[src/rtl/wb_slave_regfile_pkg.sv]
// Shared types and bus widths for the Wishbone register-file slave.
package wb_slave_pkg;

  localparam int unsigned WB_DW   = 32;
  localparam int unsigned WB_AW   = 32;
  localparam int unsigned WB_SELW = 4;

  typedef enum logic [1:0] {
    IDLE,
    WAIT,
    RESP
  } wb_state_e;

  typedef struct packed {
    logic       hit;
    logic       misaligned;
    logic       ro_violation;
    logic [7:0] idx;
  } wb_decode_t;

endpackage

[src/rtl/wb_slave_regfile_if.sv]
// Wishbone B4 pipelined bus signals between master transactor and register-file slave.
interface wb_slave_regfile_if
  import wb_slave_pkg::*;
();

  logic               wb_cyc;
  logic               wb_stb;
  logic               wb_we;
  logic [WB_SELW-1:0] wb_sel;
  logic [WB_AW-1:0]   wb_adr;
  logic [WB_DW-1:0]   wb_dat_i;
  logic [WB_DW-1:0]   wb_dat_o;
  logic               wb_ack;
  logic               wb_err;
  logic               wb_stall;

  modport master (
    output wb_cyc, wb_stb, wb_we, wb_sel, wb_adr, wb_dat_i,
    input  wb_dat_o, wb_ack, wb_err, wb_stall
  );

  modport slave (
    input  wb_cyc, wb_stb, wb_we, wb_sel, wb_adr, wb_dat_i,
    output wb_dat_o, wb_ack, wb_err, wb_stall
  );

endinterface

[src/rtl/wb_slave_regfile_decode.sv]
// Combinational address decode: range hit, alignment and read-only checks.
module wb_slave_decode
  import wb_slave_pkg::*;
#(
  parameter logic [WB_AW-1:0] BASE_ADDR = 32'h1000_0000,
  parameter int unsigned      NUM_REGS  = 8
) (
  input  logic [WB_AW-1:0] adr,
  input  logic             we,
  output wb_decode_t       dec
);

  logic [WB_AW-1:0] off;

  // Addresses below the base wrap to large offsets and fail the range test.
  always_comb begin
    off              = adr - BASE_ADDR;
    dec.hit          = (off < WB_AW'(4 * NUM_REGS));
    dec.misaligned   = (adr[1:0] != 2'b00);
    dec.idx          = off[9:2];
    dec.ro_violation = we && dec.hit && (dec.idx == '0);
  end

endmodule

[src/rtl/wb_slave_regfile.sv]
// Wishbone B4 pipelined register-file slave with programmable wait states.
module wb_slave_regfile
  import wb_slave_pkg::*;
#(
  parameter logic [WB_AW-1:0] BASE_ADDR   = 32'h1000_0000,
  parameter int unsigned      NUM_REGS    = 8,
  parameter int unsigned      WAIT_STATES = 1,
  parameter logic [WB_DW-1:0] ID_VALUE    = 32'hC0DE_0001
) (
  input  logic               wb_clk,
  input  logic               wb_rst_n,
  wb_slave_regfile_if.slave  wb,
  output logic [WB_DW-1:0]   txn_count
);

  wb_state_e          state, state_d;
  logic [3:0]         cnt, cnt_d;
  logic               stall_q, stall_d;
  logic               ack_q, ack_d;
  logic               err_q, err_d;
  logic [WB_DW-1:0]   dat_q, dat_d;

  logic [WB_AW-1:0]   adr_q;
  logic               we_q;
  logic [WB_SELW-1:0] sel_q;
  logic [WB_DW-1:0]   wdat_q;

  logic               latch_en;
  logic               wr_en;
  logic               txn_inc;
  logic               req_err;
  logic [WB_DW-1:0]   rdata;
  wb_decode_t         dec;

  logic [WB_DW-1:0]   regs [1:NUM_REGS-1];

  assign wb.wb_dat_o = dat_q;
  assign wb.wb_ack   = ack_q;
  assign wb.wb_err   = err_q;
  assign wb.wb_stall = stall_q;

  wb_slave_decode #(
    .BASE_ADDR (BASE_ADDR),
    .NUM_REGS  (NUM_REGS)
  ) u_decode (
    .adr (adr_q),
    .we  (we_q),
    .dec (dec)
  );

  assign req_err = !dec.hit || dec.misaligned || dec.ro_violation || (sel_q == '0);

  always_comb begin
    rdata = ID_VALUE;
    for (int unsigned i = 1; i < NUM_REGS; i++) begin
      if (32'(dec.idx) == i) rdata = regs[i];
    end
  end

  // RESP spans two edges: the first raises ack/err, the second (ack/err
  // already high) drops them together with stall and returns to IDLE.
  always_comb begin
    state_d  = state;
    cnt_d    = cnt;
    stall_d  = stall_q;
    ack_d    = 1'b0;
    err_d    = 1'b0;
    dat_d    = dat_q;
    latch_en = 1'b0;
    wr_en    = 1'b0;
    txn_inc  = 1'b0;
    unique case (state)
      IDLE: begin
        stall_d = 1'b0;
        if (wb.wb_cyc && wb.wb_stb) begin
          latch_en = 1'b1;
          cnt_d    = 4'(WAIT_STATES);
          stall_d  = 1'b1;
          state_d  = (WAIT_STATES > 0) ? WAIT : RESP;
        end
      end
      WAIT: begin
        if (!wb.wb_cyc) begin
          state_d = IDLE;
          stall_d = 1'b0;
        end else begin
          cnt_d = cnt - 4'd1;
          if (cnt == 4'd1) state_d = RESP;
        end
      end
      RESP: begin
        if (ack_q || err_q || !wb.wb_cyc) begin
          state_d = IDLE;
          stall_d = 1'b0;
        end else if (req_err) begin
          err_d = 1'b1;
        end else begin
          ack_d   = 1'b1;
          txn_inc = 1'b1;
          if (we_q) wr_en = 1'b1;
          else      dat_d = rdata;
        end
      end
      default: state_d = IDLE;
    endcase
  end

  always_ff @(posedge wb_clk or negedge wb_rst_n) begin
    if (!wb_rst_n) begin
      state     <= IDLE;
      cnt       <= '0;
      stall_q   <= 1'b0;
      ack_q     <= 1'b0;
      err_q     <= 1'b0;
      dat_q     <= '0;
      txn_count <= '0;
    end else begin
      state   <= state_d;
      cnt     <= cnt_d;
      stall_q <= stall_d;
      ack_q   <= ack_d;
      err_q   <= err_d;
      dat_q   <= dat_d;
      if (txn_inc) txn_count <= txn_count + 1'b1;
    end
  end

  always_ff @(posedge wb_clk or negedge wb_rst_n) begin
    if (!wb_rst_n) begin
      adr_q  <= '0;
      we_q   <= 1'b0;
      sel_q  <= '0;
      wdat_q <= '0;
    end else if (latch_en) begin
      adr_q  <= wb.wb_adr;
      we_q   <= wb.wb_we;
      sel_q  <= wb.wb_sel;
      wdat_q <= wb.wb_dat_i;
    end
  end

  always_ff @(posedge wb_clk or negedge wb_rst_n) begin
    if (!wb_rst_n) begin
      for (int unsigned i = 1; i < NUM_REGS; i++) regs[i] <= '0;
    end else if (wr_en) begin
      for (int unsigned i = 1; i < NUM_REGS; i++) begin
        if (32'(dec.idx) == i) begin
          for (int unsigned b = 0; b < WB_SELW; b++) begin
            if (sel_q[b]) regs[i][8*b +: 8] <= wdat_q[8*b +: 8];
          end
        end
      end
    end
  end

endmodule

[src/flat_wrapper.sv]
// flat-port wrapper written by rule: the top's interface ports become plain ports
module wb_slave_regfile_flat import wb_slave_pkg::*;
#(
  parameter logic [WB_AW-1:0] BASE_ADDR   = 32'h1000_0000,
  parameter int unsigned      NUM_REGS    = 8,
  parameter int unsigned      WAIT_STATES = 1,
  parameter logic [WB_DW-1:0] ID_VALUE    = 32'hC0DE_0001
)
  (wb_clk, wb_rst_n, txn_count, wb_wb_cyc, wb_wb_stb, wb_wb_we, wb_wb_sel, wb_wb_adr, wb_wb_dat_i, wb_wb_dat_o, wb_wb_ack, wb_wb_err, wb_wb_stall);
  wb_slave_regfile_if wb_i ();
  input  logic wb_clk;
  input  logic wb_rst_n;
  output logic [WB_DW-1:0] txn_count;
  input wire logic [$bits(wb_i.wb_cyc)-1:0] wb_wb_cyc;
  input wire logic [$bits(wb_i.wb_stb)-1:0] wb_wb_stb;
  input wire logic [$bits(wb_i.wb_we)-1:0] wb_wb_we;
  input wire logic [$bits(wb_i.wb_sel)-1:0] wb_wb_sel;
  input wire logic [$bits(wb_i.wb_adr)-1:0] wb_wb_adr;
  input wire logic [$bits(wb_i.wb_dat_i)-1:0] wb_wb_dat_i;
  output wire logic [$bits(wb_i.wb_dat_o)-1:0] wb_wb_dat_o;
  output wire logic [$bits(wb_i.wb_ack)-1:0] wb_wb_ack;
  output wire logic [$bits(wb_i.wb_err)-1:0] wb_wb_err;
  output wire logic [$bits(wb_i.wb_stall)-1:0] wb_wb_stall;
  assign wb_i.wb_cyc = wb_wb_cyc;
  assign wb_i.wb_stb = wb_wb_stb;
  assign wb_i.wb_we = wb_wb_we;
  assign wb_i.wb_sel = wb_wb_sel;
  assign wb_i.wb_adr = wb_wb_adr;
  assign wb_i.wb_dat_i = wb_wb_dat_i;
  assign wb_wb_dat_o = wb_i.wb_dat_o;
  assign wb_wb_ack = wb_i.wb_ack;
  assign wb_wb_err = wb_i.wb_err;
  assign wb_wb_stall = wb_i.wb_stall;
  wb_slave_regfile #(.BASE_ADDR(BASE_ADDR), .NUM_REGS(NUM_REGS), .WAIT_STATES(WAIT_STATES), .ID_VALUE(ID_VALUE)) u_core (.wb_clk(wb_clk), .wb_rst_n(wb_rst_n), .wb(wb_i), .txn_count(txn_count));
endmodule
[config.mk]
export PLATFORM = sky130hd
export DESIGN_NAME = wb_slave_regfile_flat
export DESIGN_NICKNAME = d
export VERILOG_FILES = /design/src/rtl/wb_slave_regfile_pkg.sv /design/src/rtl/wb_slave_regfile_if.sv /design/src/rtl/wb_slave_regfile_decode.sv /design/src/rtl/wb_slave_regfile.sv /design/src/flat_wrapper.sv
export SDC_FILE = /design/constraint.sdc
export NUM_CORES = 1
export LEC_CHECK = 0
export ABC_AREA = 1
export BUFFER_PORTS_ARGS = -buffer_cell sky130_fd_sc_hd__buf_2
export CORE_MARGIN = 1
export CORE_UTILIZATION = 54
export CTS_CLUSTER_DIAMETER = 200
export CTS_CLUSTER_SIZE = 25
export DETAILED_ROUTE_END_ITERATION = 8
export PLACE_DENSITY = 0.76
export SLEW_MARGIN = 15
export SYNTH_ARGS = -nofsm -noshare
export SYNTH_HDL_FRONTEND = slang
export SYNTH_SLANG_ARGS = --single-unit
[constraint.sdc]
create_clock -name wb_clk -period 2 [get_ports wb_clk]
set_input_delay 0.3 -clock wb_clk [delete_from_list [all_inputs] [get_ports wb_clk]]
set_output_delay 0.3 -clock wb_clk [all_outputs]
set_load 0.01 [all_outputs]
* Word level (Yosys, flattened, before mapping)
Index checks and enable logic that the tools add are counted.
** Word-level totals
- Output and inout bits :: 67
- Bits of input ports :: 73
- Register bits after elaboration :: 366
- Logic and storage cells :: 139
** Operators by class
- $lt $le $gt $ge :: 1
- Bitwise logic cells :: 3
- Multiplexer cells :: 30
- Eq/ne operators :: 15
- Add/sub/neg operators :: 3
- Reductions and logical operators :: 48
** Operators with widths (count)
- 32-bit two-way mux :: 7
- 3-bit AND reduction :: 31
- 32-bit by 1-bit adder with 32-bit output (second input constant) :: 1
- 8-bit by 3-bit == test with 1-bit output (second input constant) :: 4
- 32-bit by 6-bit < comparator with 1-bit output (second input constant) :: 1
- 32-bit by 29-bit subtractor with 32-bit output (second input constant) :: 1
- 8-bit by 2-bit == test with 1-bit output (second input constant) :: 2
- 1-bit two-way mux :: 14
- 8-bit by 1-bit == test with 1-bit output (second input constant) :: 1
- 8-bit logical NOT :: 1
- 2-bit two-way mux :: 4
- 4-bit two-way mux :: 2
- 4-bit case mux with 2 select lines :: 1
- 2-bit case mux with 3 select lines :: 1
- 1-bit logical OR :: 5
- 4-bit by 1-bit == test with 1-bit output (second input constant) :: 1
- 4-bit logical NOT :: 1
- 2-bit by 1-bit inequality test with 1-bit output (second input constant) :: 2
- 2-bit inequality test (second input constant) :: 2
- 4-bit AND reduction :: 1
- 2-bit nonzero test :: 2
- 4-bit by 1-bit subtractor with 4-bit output (second input constant) :: 1
- 1-bit logical AND :: 3
- 3-bit by 2-bit inequality test with 1-bit output (second input constant) :: 1
- 7 further kinds :: 10

* Logic depth before layout (Yosys ltp)
- Depth in word-level cells :: 10
- Depth in mapped cells :: 13
- Gate-level depth less buffers :: 13

* Hierarchy
Synthesis repeated with hierarchy kept, for this count alone.
** Unflattened totals
- Cell total of the unflattened synthesis :: 1966
- Area, all modules :: 16907.5 sq um
** By module, submodules not included
- wb_slave_regfile :: cells an instance 1906, instances 1, seq. area each 9158.8 sq um, area each 16636.0 sq um
- wb_slave_decode :: cells an instance 60, instances 1, seq. area each 0.0 sq um, area each 271.5 sq um

* Worst setup path before layout
Ideal clock, no wire load.
- Path type :: register to register
- From :: reg u_core.state[0]
- To :: reg u_core.regs[213] (netlist name)
- Arrival time :: 1909 ps
- Cell stages (with the launch flop) :: 12
- Period minus slack after synthesis :: 2031 ps
- Buffers on the path :: 2
- Setup slack :: -31 ps
- Setup time :: 122 ps
- Data required time :: 1878 ps
- Cells stage by stage :: dfrtp_1 -> inv_1 -> ha_1 -> inv_1 -> nor2_1 -> nand3_4 -> nor2_8 -> buf_12 -> nand3_4 -> buf_4 -> nand2_1 -> o21ai_2
** On the way
- Cells in the longest elaborated chain, start to end :: 3
** Ends and longest elaborated chain
- from (decl) :: RTL line wb_slave_regfile.sv:16 : wb_state_e state, state_d;
- from (signal assigned) :: RTL line wb_slave_regfile.sv:118 : state <= state_d;
- 2-bit == test :: RTL line wb_slave_regfile.sv:72 : unique case (state)
- 1-bit two-way mux :: RTL line wb_slave_regfile.sv:72
- 3-bit AND reduction (no line)
- to (signal, indexed assignment) :: RTL line wb_slave_regfile.sv:149 : if (sel_q[b]) regs[i][8*b +: 8] <= wdat_q[8*b +: 8];
- to (decl) :: RTL line wb_slave_regfile.sv:35 : logic [WB_DW-1:0] regs [1:NUM_REGS-1];
Every way passes these cells.
A chain may end at the register's enable or synchronous reset.

* Worst setup path after layout
- From :: reg u_core.adr_q[8]
- To :: reg u_core.regs[131] (netlist name)
** On the way
- Cells in the longest elaborated chain, start to end :: 10
- Elaborated cells on any way between the ends :: 14
- Those cells by class :: add/sub (1); order compare (1); eq/ne (1); mux (3); reduce/logical (8)
** Ends and longest elaborated chain
- from (decl) :: RTL line wb_slave_regfile.sv:23 : logic [WB_AW-1:0] adr_q;
- from (signal assigned) :: RTL line wb_slave_regfile.sv:135 : adr_q <= wb.wb_adr;
- 32-bit by 29-bit subtractor with 32-bit output * :: RTL line wb_slave_regfile_decode.sv:17 : off = adr - BASE_ADDR;
- 32-bit by 6-bit < comparator with 1-bit output :: RTL line wb_slave_regfile_decode.sv:18 : dec.hit = (off < WB_AW'(4 * NUM_REGS));
- 1-bit logical NOT / 1-bit logical AND (equally long branches) :: RTL line wb_slave_regfile.sv:51, wb_slave_regfile_decode.sv:21
- 1-bit logical OR / 1-bit logical AND (equally long branches) :: RTL line wb_slave_regfile.sv:51, wb_slave_regfile_decode.sv:21
- 1-bit logical OR (2 in series) :: RTL line wb_slave_regfile.sv:51 : assign req_err = !dec.hit || dec.misaligned || dec.ro_violation || (sel_q == '0);
- 1-bit two-way mux :: RTL line wb_slave_regfile.sv:95 : end else if (req_err) begin
- 1-bit two-way mux :: RTL line wb_slave_regfile.sv:92 : if (ack_q || err_q || !wb.wb_cyc) begin
- 1-bit two-way mux :: RTL line wb_slave_regfile.sv:72
- 3-bit AND reduction (no line) *
Mark *: on every way between the ends. The rest lies on a longest branch, timed or not.

==> results by group <==
Run status
  – Outcome: finished, violations left
  – Failing checks: negative setup slack

Timing
  – Peak Freq: around 470 MHz
  – Max Slew Vio Count: 0
  – Period minus WS final: roughly 2.1 ns
  – Slew HR: 0.725
  – Worst Skew: 0.0187 ns
  – Tcrit/Tclk final: 1.06
  – RSZ-0062 raised after global routing: yes
  – Final Hold Fails: 0
  – Final critical-path setup slack: -0.128 ns
  – Worst Tran Pin Value: 0.411 ns
  – Final setup fails: 210
  – Final TNS setup: -8.40 ns

Placed design
  – I/O Buffers: 139
  – HPWL Detailed: 28,300 um
  – Placed Area: roughly 18,000 um2
  – Number of placed cells counting well taps: about 2,400
  – Placer Congestion: 0.949

Global route
  – Total gr overflow: 0
  – Largest net degree at the start of global routing: just under 70
  – First-pass GRT wire length: 68,400 um
  – Gr usage total: 0.275
  – Vias in the first global route: 13,400
  – Initial antenna violation count: 3

Synth
  – Syn Area/Cell: 8.81 um2
  – Main synth FF type: dfrtp_1
  – Number of synthesized flops with an enable pin: 0
  – Post-synth top area cell: dfrtp_1
  – Mapped Nets: 1,954
  – Yosys reg bits: 366
  – Synthesized cell area: ~17,000 um2
  – Top post-synthesis cells by area: dfrtp_1, nand2_1, nor2_1
  – Cell count after synthesis: 1,875
  – Yosys top cell area share: 0.554
  – Async SR Flop Fraction: 1.00
  – Seq/Total Area, Yosys: 0.554
  – Ys Warns: 0
  – Synth unique cells: 40

Pwr
  – Worst vdd ir: 0.000595 V
  – PD cells: 814 nW/um2
  – Static Leak: about 0.01 uW
  – Tot Pwr: 16,200 uW

Run
  – Max cap viols: 0

Clock network
  – CTS tree: built
  – CTS Buf Count: 18
  – CTS max path bufs: 3
  – H-tree Lvls: 1
  – CTS sink cnt: 366
  – Clock root buffer master: clkbuf_16
  – Clk Latency, worst-skew pair: between 0.5 and 0.6 ns
  – CTS clk-pin slew, worst paths: 0.10 ns

Critical path
  – Reg2Reg Launch Point: u_core.adr_q[8]
  – CP arrival: 2.51 ns
  – Maximum fanout along the worst path: 9
  – FF-to-FF setup slack: -0.13 ns
  – Critical Path RT: 2.39 ns
  – Reg2Reg Capture Point: u_core.regs[131]
  – Setup crit start kind: flip-flop
  – CP Capture Type: flip-flop
  – Worst R2R Path Depth: 12
  – Crit Path Class: reg2reg

Finish
  – Ratio of cells with drive above 1 in the final layout: 0.232
  – Final Non-Filler Cells: 2,493
  – Nets: 2,181
  – P&R area growth vs syn: 20.4%
  – Design area: 19,900 um2

Floorplanning
  – I/O Pins: 140
  – Core Area: 29,900 um2
  – FP Rows: 63
  – Die area: 31,300 um2
  – Initial core utilization: 0.553
  – Die Y: 177 um
  – Die width: roughly 180 um

Worst hold path
  – Worst min-delay path category: in2reg
  – Endpoint, Worst Hold: u_core.adr_q[13]
  – Worst hold start: wb_wb_adr[13]
  – Hold Path Cell Cnt: 3

Detailed routing
  – Total number of vias: between 10,000 and 15,000
  – WL/cell: approximately 18 um
  – Detailed Route WL: 44,400 um
  – Via/cell ratio: 5.67
  – DRC Markers: 0
  – Routed Antenna Nets: 0
  – Drt pass-1 iters: 5
  – DR iter-0 viols: 1,338
-- what timing repair did --
action	CTS	global route
endpoints found under the setup margin	232	263
cloned	9	15
hold endpoints to repair	61	0
setup buffers	3	21
pin swaps	15	40
gates resized for setup	50	179
hold buffers	8	0
-- metrics by stage --
| stage | util | setup slack (ns) | hold WS [ns] |
|---|---|---|---|
| final | 0.666 | -0.128 | 0.0157 |
| after global routing | 0.666 | -0.219 | 0.00959 |
| after CTS | 0.639 | -0.0478 | 0.00131 |
| after detailed placement | 0.610 | -0.192 | 0.232 |
| after global placement | 0.610 | -0.125 | 0.228 |
| after floorplan | - | 0.0147 | 0.00441 |
-- worst max-delay path, cell delays in order, from the launching register on --
cell	delay, ns
dfrtp_1	0.42
nor2_4	0.17
nand2_4	0.09
inv_4	0.08
nand3_4	0.08
nor2_4	0.12
nand3_4	0.12
nor2_8	0.22
buf_12	0.18
buf_12	0.16
nand3_4	0.13
nand2_1	0.11
o21ai_1	0.10
-- cell usage after synthesis, types with 2 or more instances --
cell,n
a31oi_1,2
clkbuf_1,48
o22ai_1,8
clkinv_1,6
nand3b_1,3
nor3b_1,2
nand3_1,55
nand3_2,2
xnor2_1,7
buf_2,15
mux2_2,19
nor2_2,6
nor3_1,21
buf_6,10
nand2_1,536
xor2_1,17
o21ai_1,78
or2_2,13
buf_4,5
buf_12,2
nand3_4,21
nand4_1,49
dfrtp_1,366
a21oi_1,86
o21ai_0,144
ha_1,6
o21ai_2,24
o211ai_1,19
nor2_1,194
inv_1,101
-- sequential cells by signal (all words and copies together), names as in the netlist, 2 cells and up --
name	flops
u_core.cnt	4
u_core.regs	224
u_core.wb.wb_dat_o	32
u_core.adr_q	32
u_core.txn_count	32
u_core.sel_q	4
u_core.state	2
u_core.wdat_q	32
-- placed cells by master (no fill, tap or decap), types with 13 or more instances in the layout --
master     instances
a21oi_1           86
buf_12            24
buf_2            138
buf_4             80
clkbuf_16         19
dfrtp_1          366
inv_1             97
mux2_2            19
nand2_1          482
nand2_2           47
nand3_1           48
nand3_4           42
nand4_1           49
nor2_1           186
nor3_1            19
o211ai_1          19
o21ai_0           76
o21ai_1          125
o21ai_2           45
or2_2             13
xor2_1            17
-- worst max-delay path by stage --
| stage | startpoint | end | slack, ns |
|---|---|---|---|
| global placement | u_core.adr_q[6] | u_core.wb.wb_dat_o[10] | -0.13 |
| global route | u_core.adr_q[31] | u_core.regs[131] | -0.22 |
| floorplan | u_core.adr_q[6] | u_core.regs[222] | 0.01 |
| finish | u_core.adr_q[8] | u_core.regs[131] | -0.13 |
| detailed placement | u_core.adr_q[6] | u_core.regs[131] | -0.19 |
| CTS | u_core.adr_q[7] | u_core.regs[133] | -0.05 |
-- routing by layer --
| metal | vias to the layer above | wire length, um | track usage |
|---|---|---|---|
| li1 | 6658 | - | - |
| met2 | 575 | 21600 | 0.451 |
| met4 | 2 | 1130 | 0.0708 |
| met5 | - | 13 | 0 |
| met3 | 88 | 3120 | 0.0397 |
| met1 | 6820 | 18600 | 0.384 |
-- layout make-up --
class / instances / area [um2]
Antenna cell: 1 / 2.50
Clock buffer: 19 / 475
Clock inverter: 1 / 11.3
Fill cell: 2325 / 9980
Inverter: 108 / 415
Multi-Input combinational cell: 1340 / 7220
Sequential cell: 366 / 9160
Tap cell: 390 / 488
Timing Repair Buffer: 268 / 2120
-- kinds of logic after synthesis --
logic type	Yosys count	synth area share
xor gates and xnor gates	24	0.0127
buffers and inverters	188	0.0515
AOI/OAI and AO/OA	365	0.120
muxes	19	0.0129
DFF	366	0.554
adders and majority gates	6	0.00454
and+or+nand+nor	907	0.244
-- power breakdown --
| group | total [uW] | leakage (uW) | internal (uW) | switching (uW) |
|---|---|---|---|---|
| Clock | 4030 | 0.000240 | 1720 | 2310 |
| Sequential | 8520 | 0.00489 | 8120 | 399 |
| Combinational | 3650 | 0.00462 | 1050 | 2600 |
| Total | 16200 | 0.00975 | 10900 | 5310 |
Note: power is estimated with default switching activity, not from simulation.
